$ cat src/rtl/axi_lite_bram_ctrl.sv
// AXI4-Lite slave bridging single-beat reads/writes onto a narrow BRAM port.
// One access in flight; BRAM read data arrives one cycle after an enabled read.
module axi_lite_bram_ctrl #(
    parameter int unsigned ADDR_BITW = 32,
    parameter int unsigned DATA_BITW = 32,
    parameter int unsigned MEM_BYTES = 4096
) (
    input  logic                   Clk_CI,
    input  logic                   Rst_RI,
    input  logic [ADDR_BITW-1:0]   AwAddr_DI,
    input  logic                   AwValid_SI,
    output logic                   AwReady_SO,
    input  logic [DATA_BITW-1:0]   WData_DI,
    input  logic [DATA_BITW/8-1:0] WStrb_DI,
    input  logic                   WValid_SI,
    output logic                   WReady_SO,
    output logic [1:0]             BResp_DO,
    output logic                   BValid_SO,
    input  logic                   BReady_SI,
    input  logic [ADDR_BITW-1:0]   ArAddr_DI,
    input  logic                   ArValid_SI,
    output logic                   ArReady_SO,
    output logic [DATA_BITW-1:0]   RData_DO,
    output logic [1:0]             RResp_DO,
    output logic                   RValid_SO,
    input  logic                   RReady_SI,
    output logic                   BramClk_CO,
    output logic                   BramRst_RO,
    output logic                   BramEn_SO,
    output logic [DATA_BITW/8-1:0] BramWrEn_SO,
    output logic [ADDR_BITW-1:0]   BramAddr_SO,
    output logic [DATA_BITW-1:0]   BramWr_DO,
    input  logic [DATA_BITW-1:0]   BramRd_DI
);

    localparam int unsigned STRB_BITW = DATA_BITW / 8;

    localparam logic [2:0] ST_IDLE     = 3'd0;
    localparam logic [2:0] ST_WR_ISSUE = 3'd1;
    localparam logic [2:0] ST_WR_RESP  = 3'd2;
    localparam logic [2:0] ST_RD_ISSUE = 3'd3;
    localparam logic [2:0] ST_RD_CAPT  = 3'd4;
    localparam logic [2:0] ST_RD_RESP  = 3'd5;

    localparam logic [1:0] RESP_OKAY   = 2'b00;
    localparam logic [1:0] RESP_SLVERR = 2'b10;

    localparam logic [ADDR_BITW-1:0] ALIGN_MASK = ~ADDR_BITW'(STRB_BITW - 1);
    localparam logic [ADDR_BITW:0]   MEM_LIMIT  = (ADDR_BITW + 1)'(MEM_BYTES);

    logic [2:0]           r_state;
    logic [2:0]           w_state_nxt;
    logic                 r_aw_full;
    logic [ADDR_BITW-1:0] r_aw_addr;
    logic                 r_w_full;
    logic [DATA_BITW-1:0] r_w_data;
    logic [STRB_BITW-1:0] r_w_strb;
    logic [ADDR_BITW-1:0] r_ar_addr;
    logic                 r_wr_prio;
    logic [DATA_BITW-1:0] r_rdata;

    logic w_idle;
    logic w_aw_hs;
    logic w_w_hs;
    logic w_ar_hs;
    logic w_wr_cmpl;
    logic w_wr_in_range;
    logic w_rd_in_range;

    assign BramClk_CO = Clk_CI;
    assign BramRst_RO = Rst_RI;

    assign w_idle        = (r_state == ST_IDLE) && !Rst_RI;
    assign AwReady_SO    = w_idle && !r_aw_full;
    assign WReady_SO     = w_idle && !r_w_full;
    assign w_aw_hs       = AwValid_SI && AwReady_SO;
    assign w_w_hs        = WValid_SI && WReady_SO;
    // A write counts as complete if each half is buffered or arrives this cycle.
    assign w_wr_cmpl     = w_idle && (r_aw_full || w_aw_hs) && (r_w_full || w_w_hs);
    assign ArReady_SO    = w_idle && !(w_wr_cmpl && r_wr_prio);
    assign w_ar_hs       = ArValid_SI && ArReady_SO;
    assign w_wr_in_range = {1'b0, r_aw_addr} < MEM_LIMIT;
    assign w_rd_in_range = {1'b0, r_ar_addr} < MEM_LIMIT;

    always_comb begin
        w_state_nxt = r_state;
        case (r_state)
            ST_IDLE: begin
                if (w_ar_hs) begin
                    w_state_nxt = ST_RD_ISSUE;
                end else if (w_wr_cmpl) begin
                    w_state_nxt = ST_WR_ISSUE;
                end
            end
            ST_WR_ISSUE: w_state_nxt = ST_WR_RESP;
            ST_WR_RESP:  if (BReady_SI) w_state_nxt = ST_IDLE;
            ST_RD_ISSUE: w_state_nxt = ST_RD_CAPT;
            ST_RD_CAPT:  w_state_nxt = ST_RD_RESP;
            ST_RD_RESP:  if (RReady_SI) w_state_nxt = ST_IDLE;
            default:     w_state_nxt = ST_IDLE;
        endcase
    end

    always_ff @(posedge Clk_CI) begin
        if (Rst_RI) begin
            r_state   <= ST_IDLE;
            r_aw_full <= 1'b0;
            r_aw_addr <= '0;
            r_w_full  <= 1'b0;
            r_w_data  <= '0;
            r_w_strb  <= '0;
            r_ar_addr <= '0;
            r_wr_prio <= 1'b1;
            r_rdata   <= '0;
        end else begin
            r_state <= w_state_nxt;
            if (w_aw_hs) begin
                r_aw_full <= 1'b1;
                r_aw_addr <= AwAddr_DI;
            end
            if (w_w_hs) begin
                r_w_full <= 1'b1;
                r_w_data <= WData_DI;
                r_w_strb <= WStrb_DI;
            end
            if (w_ar_hs) begin
                r_ar_addr <= ArAddr_DI;
            end
            if (r_state == ST_WR_ISSUE) begin
                r_aw_full <= 1'b0;
                r_w_full  <= 1'b0;
            end
            // Flip only on a genuine write/read collision so conflicts alternate.
            if (w_wr_cmpl && ArValid_SI) begin
                r_wr_prio <= ~r_wr_prio;
            end
            if (r_state == ST_RD_CAPT) begin
                r_rdata <= w_rd_in_range ? BramRd_DI : '0;
            end
        end
    end

    always_comb begin
        BramEn_SO   = 1'b0;
        BramWrEn_SO = '0;
        BramAddr_SO = '0;
        BramWr_DO   = '0;
        BValid_SO   = 1'b0;
        BResp_DO    = RESP_OKAY;
        RValid_SO   = 1'b0;
        RResp_DO    = RESP_OKAY;
        RData_DO    = '0;
        if (!Rst_RI) begin
            case (r_state)
                ST_WR_ISSUE: begin
                    if (w_wr_in_range) begin
                        BramEn_SO   = 1'b1;
                        BramWrEn_SO = r_w_strb;
                        BramAddr_SO = r_aw_addr & ALIGN_MASK;
                        BramWr_DO   = r_w_data;
                    end
                end
                ST_WR_RESP: begin
                    BValid_SO = 1'b1;
                    BResp_DO  = w_wr_in_range ? RESP_OKAY : RESP_SLVERR;
                end
                ST_RD_ISSUE: begin
                    if (w_rd_in_range) begin
                        BramEn_SO   = 1'b1;
                        BramAddr_SO = r_ar_addr & ALIGN_MASK;
                    end
                end
                ST_RD_RESP: begin
                    RValid_SO = 1'b1;
                    RResp_DO  = w_rd_in_range ? RESP_OKAY : RESP_SLVERR;
                    RData_DO  = r_rdata;
                end
                default: ;
            endcase
        end
    end

endmodule

$ cat config.mk
export PLATFORM = sky130hd
export DESIGN_NAME = axi_lite_bram_ctrl
export DESIGN_NICKNAME = d
export VERILOG_FILES = /design/src/rtl/axi_lite_bram_ctrl.sv
export SDC_FILE = /design/constraint.sdc
export NUM_CORES = 1
export LEC_CHECK = 0
export ABC_AREA = 1
export CAP_MARGIN = 20
export CORE_MARGIN = 2
export CORE_UTILIZATION = 46
export DETAILED_ROUTE_END_ITERATION = 10
export PLACE_DENSITY_LB_ADDON = 0.3
export SYNTH_ARGS = -nofsm -noshare
export SYNTH_HDL_FRONTEND = slang
export SYNTH_SLANG_ARGS = --single-unit
$ cat constraint.sdc
create_clock -name Clk_CI -period 5.1 [get_ports Clk_CI]
set_clock_uncertainty 0.15 [all_clocks]
set_input_delay 0.765 -clock Clk_CI [delete_from_list [all_inputs] [get_ports Clk_CI]]
set_output_delay 0.765 -clock Clk_CI [all_outputs]
set_load 0.05 [all_outputs]
[Yosys cells after proc, flatten, opt, wreduce, memory -nomap -nowiden]
Cells that the tools add are included.
W data, S select, Z words.
Word-level totals
  output and inout port bits: 112
  register bits: 138
  memories: 0
  logic and storage cells: 72
  ROM bits: 0
  bits of input ports: 139
  latch bits: 0
  bits in writable memories: 0
Operators by class
  eq/ne operators: 8
  muxes and demuxes: 32
  magnitude comparators: 2
  divide/modulo/power cells: 0
  add/subtract/negate cells: 0
  reduce and logical (&&, ||, !) cells: 20
  multipliers: 0
  bitwise operators: 1
  shifts and indexed selects: 0
Operator list (count)
  $mux W32: 9
  $lt A32 B13 Y1 const B: 2
  $pmux W32 S2: 1
  $pmux W3 S6: 1
  $mux W2: 6
  $mux W3: 4
  $mux W4: 3
  $logic_and A1 B1 Y1: 11
  $mux W1: 7
  $eq A3 B2 Y1 const B: 2
  $eq A3 B3 Y1 const B: 2
  $logic_not A1 Y1: 4
  $ne A2 B2 Y1 const B: 2
  $eq A3 B1 Y1 const B: 1
  $logic_not A3 Y1: 1
  $ne A3 B3 Y1 const B: 1
  $reduce_and A3 Y1: 1
  $logic_or A1 B1 Y1: 2
  $pmux W1 S2: 1
  $reduce_or A2 Y1: 1
  $not A1 Y1: 1

[Longest topological paths before layout]
  depth after elaboration: 13
  depth in mapped cells: 10
  depth with buffers taken out: 9

==> reports/qor.log <==
[status] outcome completed
[pwr] Worst VDD drop 0.3975 mV
[final_layout] Final Net Count 1179
[clock_network] Resized Gates After CTS 0
[logic_synthesis] Unique masters post-synth 29
[timing] final hold viol count 0
[final_layout] post-route cell area 8837 µm²
[worst_hold_path] type of the tightest min-delay check reg -> reg
[worst_setup_path] Critical Path, Cell by Cell clkbuf_16, clkbuf_16, clkdlybuf4s50_1
[clock_network] Worst-path clk slew 60 ps
[worst_setup_path] largest delay contributor family on the critical path buffers and inverters
[floorplan] area of the die 13840 µm²
[pwr] power density over cell area 437.1 nW/µm²
[clock_network] source-to-sink clock delay at the later pin of the worst-skew pair 520 ps
[logic_synthesis] post-synthesis cell area 5942 µm²
[final_layout] fraction of layout cells with a size suffix above 1 6.648%
[timing] count of final max-slew check failures 0
[logic_synthesis] most common cell in the synthesized netlist sky130_fd_sc_hd__nor2_1
[worst_setup_path] Worst Path Arrival 3480 ps
[floorplan] core area 12620 µm²
[worst_setup_path] critical path start-end classification clk -> out
[floorplan] effective utilization at floorplan 47.09%
[placement] placed cell area 8074 µm²
[floorplan] number of placed I/O pins 251
[final_layout] relative area change from synthesis to final layout 48.73%
[worst_setup_path] required time of the critical path 4180 ps
[logic_synthesis] dominant cell type by area after synthesis sky130_fd_sc_hd__dfxtp_1
[placement] minimum setup slack after placement 962.9 ps
[timing] min setup slack post-route 701.4 ps
[logic_synthesis] cell types with the largest area share after synthesis sky130_fd_sc_hd__dfxtp_1 (45%), sky130_fd_sc_hd__nor2_1 (13%), sky130_fd_sc_hd__o21ai_0 (9.9%)
[logic_synthesis] most used flip-flop cell after synthesis sky130_fd_sc_hd__dfxtp_1
[placement] RePlAce Congestion 0.7891
[logic_synthesis] post-synthesis sequential element count 134
[placement] post-detail-place hpwl 10500 µm
[pwr] P_int 2.679 mW
[global_routing] first-pass GRT wire length 26610 µm
[worst_setup_path] slowest stage cell on the critical path sky130_fd_sc_hd__clkdlybuf4s50_1
[job] max cap viols 0
[drt] via-per-instance ratio 4.918
[timing] headroom to the max-slew limit 34.59%
[floorplan] height of the chip 117.7 µm
[logic_synthesis] post-synth top area share 45.15%
[worst_setup_path] delay of the slowest cell on the worst path 690 ps
[drt] routed wl met2 7863 µm
[drt] DR iter-0 viols 507
[placement] quantity of I/O buffers inserted on ports 222
[drt] Wirelength per Cell 13.24 µm
[logic_synthesis] warning count from the yosys run 0
[pwr] P_leak 3.334 nW
[logic_synthesis] sequential area share after synthesis 45.15%
[timing] Worst Max-Slew Pin Slew 980.0 ps
[timing] setup-violating endpoint count in the final report 0
[worst_setup_path] worst-path fanout max 2
[worst_setup_path] kind of launch point of the worst setup path clock port
[global_routing] number of antenna violations at the first check in global routing 0
[pwr] relative contribution of sequential cells to total power 35.0%
[clock_network] Setup Fix Bufs, Post-CTS 0
[logic_synthesis] most frequent cells after synthesis sky130_fd_sc_hd__nor2_1 (213), sky130_fd_sc_hd__dfxtp_1 (134), sky130_fd_sc_hd__nand2_1 (127), sky130_fd_sc_hd__o21ai_0 (117), sky130_fd_sc_hd__a21oi_1 (65)
[pwr] clock network fraction of total power 41.1%
[global_routing] overall track demand over capacity in global routing 23.45%
[drt] Metal-1 WL 6868 µm
[drt] met3 wire len 1337 µm
[pwr] final total power 3.863 mW
[clock_network] hold buffer count at cts 0
[drt] final routed wirelength across all metal layers 16220 µm
[worst_setup_path] Bufs and invs on worst path 3
[clock_network] clock tree from TritonCTS built
[global_routing] grt ovf 0
[floorplan] floorplan row count 41
[timing] hold slack 300.2 ps
[global_routing] maximum number of pins on one net before global-route repair 77
[logic_synthesis] average footprint of a synthesized cell 6.974 µm²
[global_routing] via count of the first global-routing pass 5543
[timing] unrepaired setup endpoints after global routing false
[drt] number of detailed-route iterations in the first pass 5
[drt] number of vias in the routed layout 6025
[pwr] switching power as a share of total power 30.65%
[floorplan] Die W 117.7 µm
[placement] dpl cells 1190
[final_layout] count of non-filler cells in the finished layout 1225
[logic_synthesis] Post-Synthesis Cells 852
[logic_synthesis] share of async-settable or async-resettable flops after synthesis 0%
[final_layout] total inserted antenna cells 0
[drt] DRC violations left 0
[pwr] power share of the combinational group 23.9%
[logic_synthesis] number of enable-type register cells in the synthesized netlist 0
[timing] setup tns final 0 ps
[drt] top metal layer carrying routed signals met4
[final_layout] post-layout utilization of the core 70.03%
[drt] Antenna Nets Post-Route 0
[worst_setup_path] most frequent cell on the critical path sky130_fd_sc_hd__clkbuf_16
[worst_setup_path] nature of the critical path endpoint primary output
[pwr] net switching power 1.184 mW
[layout by cell type, fill, tap and decap left out, drive strengths merged]
cell and instances:
nor4 6, clkinv 3, buf 9, nor2 214, conb 24, a21oi 76, bufinv 7, clkdlybuf4s50 221
nand2 137, o21bai 1, inv 36, o21ai 117, nand3 33, clkbuf 26, dfxtp 134, nor3 4
a31oi 1, nand4 4
[power by group through the flow]
stage | clock network [mW] | registers [mW] | logic [mW]
after floorplan | 0.0423 | 1.34 | 0.691
after global placement | 0.0452 | 1.36 | 0.907
after detailed placement | 0.0452 | 1.37 | 0.921
after CTS | 1.61 | 1.35 | 0.931
after global routing | 1.66 | 1.37 | 1.05
final | 1.59 | 1.35 | 0.925
[path summary, 6_finish.rpt]
check | startpoint | to | slack, ps | cells after the start
worst max register to register | r_state[2] | r_aw_full | 2290 | 7
worst max-delay path | Clk_CI | BramClk_CO | 700 | 3
worst min-delay path | r_ar_addr[23] | r_ar_addr[23] | 300 | 2
worst min register to register | r_ar_addr[23] | r_ar_addr[23] | 300 | 2
[routing by layer]
layer | GRT usage, % | up-vias
met4 | 6.852 | 0
met2 | 38.55 | 205
li1 | - | 3064
met5 | 0 | -
met1 | 28.51 | 2743
met3 | 9.012 | 13
[registers in the layout (all words and copies together), names as in the netlist]
name and flops:
r_aw_full 1, r_w_data 32, r_aw_addr 30, r_wr_prio 1, r_state 3, r_w_strb 4, r_w_full 1, r_rdata 32
r_ar_addr 30
[worst register-to-register path: cells and delay by family, from the launching register on]
family | cells | cell delay [ps]
DFF | 1 | 310
buffers and inverters | 3 | 1240
and+or+nand+nor | 3 | 880
AOI/OAI and AO/OA | 1 | 180
[cell type report]
cell class              count  area [µm²]
well taps                 172       215.2
repair buffers            229        2267
fillers                  1084        3782
flip-flops and latches    134        2683
multi-input cells         617        2758
clock buffers              27       553.0
inverters                  37       141.4
clock inverters             9       220.2
[cells by family after synthesis]
family,Yosys count,synth area share [%]
AO/OA/AOI/OAI,195,17.25
AND/OR/NAND/NOR,398,27.54
buffers and inverters,124,10.00
flip-flops,134,45.15
other,1,0.06311
No activity file was read; power rests on OpenSTA's default activity.
